==> src/rtl/slave_node_if.sv <==
// Connections between a slave node and its chain neighbours: serial data,
// the master's shift enable, and the node's registered status outputs.
interface slave_node_if #(
  parameter int unsigned WIDTH = 8
);
  logic             serial_in;
  logic             shift_en_in;
  logic             serial_out;
  logic [WIDTH-1:0] leds;
  logic             shift_pulse;
  logic             frame_done;
  logic             link_lost;

  modport slave (
    input  serial_in, shift_en_in,
    output serial_out, leds, shift_pulse, frame_done, link_lost
  );

  modport master (
    output serial_in, shift_en_in,
    input  serial_out, leds, shift_pulse, frame_done, link_lost
  );
endinterface

==> src/rtl/slave_node.sv <==
// Daisy-chained shift-register node: a debounced shift enable clocks serial
// data through a local register, with frame and link-timeout status.
module slave_node #(
  parameter int unsigned      WIDTH          = 8,
  parameter int unsigned      FILTER_CYCLES  = 1,
  parameter logic [WIDTH-1:0] INIT_PATTERN   = '0,
  parameter int unsigned      TIMEOUT_CYCLES = 150_000_000
) (
  input  logic        clk,
  input  logic        rst,
  slave_node_if.slave bus
);
  localparam int unsigned       CNT_W      = (WIDTH > 1) ? $clog2(WIDTH) : 1;
  localparam int unsigned       IDLE_W     = $clog2(TIMEOUT_CYCLES + 1);
  localparam logic [3:0]        FILT       = 4'(FILTER_CYCLES);
  localparam logic [CNT_W-1:0]  LAST_SHIFT = CNT_W'(WIDTH - 1);
  localparam logic [IDLE_W-1:0] IDLE_MAX   = IDLE_W'(TIMEOUT_CYCLES);

  typedef enum logic [1:0] {LOW, RISE_CHK, HIGH, FALL_CHK} state_t;

  logic              sin_q1, sin_s, en_q1, en_s;
  state_t            state, state_next;
  logic [3:0]        count, count_next;
  logic              accept_c;
  logic [WIDTH-1:0]  shift_reg;
  logic [CNT_W-1:0]  shift_cnt;
  logic [IDLE_W-1:0] idle_cnt, idle_next;

  // Two-flop synchronizers for the asynchronous board inputs
  always_ff @(posedge clk) begin
    if (rst) begin
      sin_q1 <= 1'b0;
      sin_s  <= 1'b0;
      en_q1  <= 1'b0;
      en_s   <= 1'b0;
    end else begin
      sin_q1 <= bus.serial_in;
      sin_s  <= sin_q1;
      en_q1  <= bus.shift_en_in;
      en_s   <= en_q1;
    end
  end

  always_ff @(posedge clk) begin
    if (rst) begin
      state <= LOW;
      count <= '0;
    end else begin
      state <= state_next;
      count <= count_next;
    end
  end

  // Enable filter: a shift is accepted once per qualified rising run
  always_comb begin
    state_next = state;
    count_next = count;
    accept_c   = 1'b0;
    unique case (state)
      LOW: begin
        if (en_s) begin
          if (FILT <= 4'd1) begin
            state_next = HIGH;
            count_next = '0;
            accept_c   = 1'b1;
          end else begin
            state_next = RISE_CHK;
            count_next = 4'd1;
          end
        end
      end
      RISE_CHK: begin
        if (en_s) begin
          count_next = count + 4'd1;
          if (count + 4'd1 >= FILT) begin
            state_next = HIGH;
            count_next = '0;
            accept_c   = 1'b1;
          end
        end else begin
          state_next = LOW;
          count_next = '0;
        end
      end
      HIGH: begin
        if (!en_s) begin
          if (FILT <= 4'd1) begin
            state_next = LOW;
            count_next = '0;
          end else begin
            state_next = FALL_CHK;
            count_next = 4'd1;
          end
        end
      end
      FALL_CHK: begin
        if (!en_s) begin
          count_next = count + 4'd1;
          if (count + 4'd1 >= FILT) begin
            state_next = LOW;
            count_next = '0;
          end
        end else begin
          state_next = HIGH;
          count_next = '0;
        end
      end
      default: begin
        state_next = LOW;
        count_next = '0;
      end
    endcase
  end

  // Idle counter saturates; an accepted shift always wins over the timeout
  always_comb begin
    idle_next = idle_cnt;
    if (accept_c) begin
      idle_next = '0;
    end else if (idle_cnt != IDLE_MAX) begin
      idle_next = idle_cnt + IDLE_W'(1);
    end
  end

  always_ff @(posedge clk) begin
    if (rst) begin
      shift_reg       <= INIT_PATTERN;
      shift_cnt       <= '0;
      idle_cnt        <= '0;
      bus.leds        <= INIT_PATTERN;
      bus.serial_out  <= 1'b0;
      bus.shift_pulse <= 1'b0;
      bus.frame_done  <= 1'b0;
      bus.link_lost   <= 1'b0;
    end else begin
      idle_cnt        <= idle_next;
      bus.link_lost   <= (idle_next == IDLE_MAX);
      bus.shift_pulse <= accept_c;
      bus.frame_done  <= accept_c && (shift_cnt == LAST_SHIFT);
      if (accept_c) begin
        shift_reg      <= {shift_reg[WIDTH-2:0], sin_s};
        bus.leds       <= {shift_reg[WIDTH-2:0], sin_s};
        bus.serial_out <= shift_reg[WIDTH-1];
        shift_cnt      <= (shift_cnt == LAST_SHIFT) ? '0 : shift_cnt + CNT_W'(1);
      end
    end
  end
endmodule

==> src/flat_wrapper.sv <==
// flat-port wrapper written by rule: the top's interface ports become plain ports
module slave_node_flat 
#(
  parameter int unsigned      WIDTH          = 8,
  parameter int unsigned      FILTER_CYCLES  = 1,
  parameter logic [WIDTH-1:0] INIT_PATTERN   = '0,
  parameter int unsigned      TIMEOUT_CYCLES = 150_000_000
)
  (clk, rst, bus_serial_in, bus_shift_en_in, bus_serial_out, bus_leds, bus_shift_pulse, bus_frame_done, bus_link_lost);
  slave_node_if #(.WIDTH(WIDTH)) bus_i ();
  input  logic clk;
  input  logic rst;
  input wire logic [$bits(bus_i.serial_in)-1:0] bus_serial_in;
  input wire logic [$bits(bus_i.shift_en_in)-1:0] bus_shift_en_in;
  output wire logic [$bits(bus_i.serial_out)-1:0] bus_serial_out;
  output wire logic [$bits(bus_i.leds)-1:0] bus_leds;
  output wire logic [$bits(bus_i.shift_pulse)-1:0] bus_shift_pulse;
  output wire logic [$bits(bus_i.frame_done)-1:0] bus_frame_done;
  output wire logic [$bits(bus_i.link_lost)-1:0] bus_link_lost;
  assign bus_i.serial_in = bus_serial_in;
  assign bus_i.shift_en_in = bus_shift_en_in;
  assign bus_serial_out = bus_i.serial_out;
  assign bus_leds = bus_i.leds;
  assign bus_shift_pulse = bus_i.shift_pulse;
  assign bus_frame_done = bus_i.frame_done;
  assign bus_link_lost = bus_i.link_lost;
  slave_node #(.WIDTH(WIDTH), .FILTER_CYCLES(FILTER_CYCLES), .INIT_PATTERN(INIT_PATTERN), .TIMEOUT_CYCLES(TIMEOUT_CYCLES)) u_core (.clk(clk), .rst(rst), .bus(bus_i));
endmodule
==> config.mk <==
export PLATFORM = sky130hd
export DESIGN_NAME = slave_node_flat
export DESIGN_NICKNAME = d
export VERILOG_FILES = /design/src/rtl/slave_node_if.sv /design/src/rtl/slave_node.sv /design/src/flat_wrapper.sv
export SDC_FILE = /design/constraint.sdc
export NUM_CORES = 1
export LEC_CHECK = 0
export CORE_ASPECT_RATIO = 0.7
export CORE_UTILIZATION = 35
export CTS_CLUSTER_DIAMETER = 50
export CTS_CLUSTER_SIZE = 24
export DETAILED_ROUTE_END_ITERATION = 16
export GPL_TIMING_DRIVEN = 0
export SLEW_MARGIN = 20
export SYNTH_ARGS = -nofsm -noshare
export SYNTH_HDL_FRONTEND = slang
export SYNTH_SLANG_ARGS = --single-unit
==> constraint.sdc <==
create_clock -name clk -period 2.45 [get_ports clk]
set_clock_uncertainty 0.15 [all_clocks]
set_input_delay 0.49 -clock clk [delete_from_list [all_inputs] [get_ports clk]]
set_output_delay 0.49 -clock clk [all_outputs]
set_load 0.03 [all_outputs]
==> qor.txt, run 1 <==
Synth Cell Area -> 0.00234 mm2
Layout fillers -> 637
Slew headroom -> 52.8%
Final WL -> 4840 um
Layout Cells excl Fill -> 381
RSZ-0062 raised after global routing -> true
Largest net degree at the start of global routing -> 15
Pre-CTS setup slack -> -0.258 ns
DRT Pass-1 Iters -> 4
Fmax -> 426 MHz
Die area -> 0.00702 mm2
Vias/cell -> 4.83
Hold depth -> 1
CP Cell Sequence -> or4b_1, nor4_4, mux2_2, o211ai_1, nor4_2
Most frequent cells in the layout -> nor2_1, dfxtp_1, xor2_1, nand2_1, clkdlybuf4s50_1
Gate power share -> 6.9%
Detail Route Antenna Nets -> 0
CORE AREA -> 0.00634 mm2
Antenna violations before repair -> 0
Iteration-0 DRC Markers -> 44
Slowest-stage cell, CP -> or4b_1
# rows -> 24
Worst-Margin Slew -> 0.708 ns
Crit. End Element -> register
Switching Power -> 0.000338 W
Placer congestion estimate -> 0.794
Finish-stage setup viols -> 0
Crit Path Class -> reg2reg
Gr usage total -> 14.6%
Syn Area/Cell -> 8.86 um2
I/O pin cnt -> 16
Total CTS buffers -> 5
First-pass GRT wire length -> 8050 um
Kind of cell with the highest combined delay on the critical path -> simple AND/OR/NAND/NOR gates
Lkg Pwr -> 0.983 nW
Root buf cell -> clkbuf_8
Post-layout instance area -> 0.00277 mm2
Fin nets -> 298
Max-Cap Viols -> 0
Post-layout power -> 0.00148 W
Effective utilization at floorplan -> 36.9%
Diodes inserted -> 0
Post-synth EDFFs -> 0
Area growth syn-to-layout -> 18.2%
Worst Path Arrival -> 2.38 ns
Status -> complete, no violations
Required @ worst endpoint -> 2.49 ns
GR Layer Usage met1 -> 23.5%
Synth Instances -> 264
Seq/Total Area, Yosys -> 41.1%
Placed cells -> 370
Crit path largest cell delay -> 0.64 ns
Fin. max-slew vios -> 0
Number of library cell types mapped by synthesis -> 44
Htree depth -> 2
Clock sink count -> 48
Primary FF master, synth -> dfxtp_1
Clk slew on worst S/H paths -> 0.09 ns
Clock buffer depth -> 2
Tmin final -> 2.35 ns
Routing usage on met2 -> 19.0%
PD cells -> 536 mW/mm2
TritonCTS clock tree -> built
Final period util -> 95.8%
P_int -> 0.00114 W
CP Max Fanout -> 6
Seq pwr share -> 54.7%
Placed Area -> 0.00260 mm2
Fraction of layout cells with a size suffix above 1 -> 11.0%
Synth Register Bits -> 48
Vias in the first global route -> 1,637
Post-route setup slack -> 0.102 ns
Crit path buffers/inverters -> 0
Grt ovf -> 0
Via count -> 1,839
# port buffers -> 15
Critical Path Start Type -> register
Mapped Nets -> 273
Post-DP HPWL -> 3520 um
Die width -> 99.7 um
Async SR Flop Fraction -> 0%
Max rail drop VDD -> 0.000206 V
Worst-skew pair later-pin latency -> 0.30 ns
Final hold violation count -> 0
Ys Warns -> 0
Die Height -> 70.4 um
Hold Crit Class -> reg2reg
Worst Reg2Reg Path Length in Cells -> 5
GRT Max-Usage Layer -> met1
Per-cell routed wire length -> 12.7 um
Worst path depth -> 5
Met3 Resource Use GR -> 3.30%
Switching Share -> 22.8%
Commonest non-fill, non-tap cell in the layout -> nor2_1
# DRC -> 0
Clock Power Share -> 38.4%
-- layer usage --
| metal | vias up | share of wire (%) |
|---|---|---|
| li1 | 961 | - |
| met1 | 849 | 58 |
| met2 | 27 | 38 |
| met3 | 2 | 4.1 |
| met4 | 0 | 0.39 |
| met5 | - | 0 |
-- sequential cells by signal, indices dropped and copies added (netlist names) --
name / count
u_core.en_q1: 1
u_core.bus.link_lost: 1
u_core.shift_cnt: 3
u_core.bus.serial_out: 1
u_core.state: 1
u_core.bus.shift_pulse: 1
u_core.sin_q1: 1
u_core.idle_cnt: 28
u_core.bus.leds: 8
u_core.en_s: 1
u_core.bus.frame_done: 1
u_core.sin_s: 1
-- what timing repair did --
| action | in CTS | in global routing |
|---|---|---|
| setup buffers | 3 | 0 |
| pin swaps | 2 | 3 |
| gates resized for setup | 1 | 7 |
| setup endpoints to repair | 1 | 4 |
| hold buffers | 0 | 0 |
| gates cloned | 0 | 0 |
-- synth_stat cells, types with 6 or more instances --
library cell | instances | area, um2
a21oi_1 | 6 | 30.0
xnor2_1 | 9 | 78.8
nand3_1 | 11 | 55.1
dfxtp_1 | 48 | 961
nand4_1 | 11 | 68.8
clkbuf_1 | 8 | 30.0
nor2b_1 | 6 | 37.5
mux2i_1 | 14 | 140
nor2_1 | 47 | 176
buf_2 | 7 | 35.0
nand2_1 | 17 | 63.8
xor2_1 | 17 | 149
-- power by group through the flow --
stage	logic [W]	clock network [W]	registers [W]
2_1_floorplan	0.0000753	0	0.000827
3_3_place_gp	0.000101	0	0.000828
6_report	0.000102	0.000569	0.000811
5_1_grt	0.000117	0.000621	0.000814
4_1_cts	0.000103	0.000585	0.000810
3_5_place_dp	0.000103	0	0.000828
-- logic make-up after synthesis --
family	count (synthesis)	synth area share, %
buffers and inverters	20	3.58
and+or+nand+nor	131	31.3
muxes	15	6.47
AOI/OAI and AO/OA	19	5.19
adders and majority gates	5	2.67
DFF	48	41.1
xor gates and xnor gates	26	9.73
-- through the flow --
step | util (%) | hold WS, ns | setup TNS (ns)
floorplan | - | 0.264 | 0
global placement | 41.1 | 0.269 | -0.250
detailed placement | 41.1 | 0.282 | -0.258
CTS | 43.2 | 0.304 | 0
global route | 43.6 | 0.312 | -0.0446
finish | 43.6 | 0.296 | 0
-- worst paths after layout --
check / to / slack (ns) / start
worst max-delay path: u_core.bus.link_lost / 0.10 / u_core.idle_cnt[9]
worst min-delay path: u_core.sin_s / 0.30 / u_core.sin_q1
worst max register to register: u_core.bus.link_lost / 0.10 / u_core.idle_cnt[9]
worst min register to register: u_core.sin_s / 0.30 / u_core.sin_q1
-- cell type report --
class / instances / area [um2] / area share [%]
multi-input cells: 196 / 1320 / 47.8
clock buffers: 6 / 72.6 / 2.62
inverters: 4 / 15.0 / 0.543
clock inverters: 2 / 35.0 / 1.27
plain buffers: 16 / 68.8 / 2.49
repair buffers: 18 / 173 / 6.24
flip-flops and latches: 48 / 965 / 34.9
well taps: 91 / 114 / 4.12
(Power assumes the default switching activity.)
==> inputs of run 2 (changes only) <==
CTS_CLUSTER_SIZE = unset   (was 24)
SLEW_MARGIN = unset   (was 20)
==> results of run 2 <==
Same layout as run 1: the final DEF is identical, and so are final timing and power.
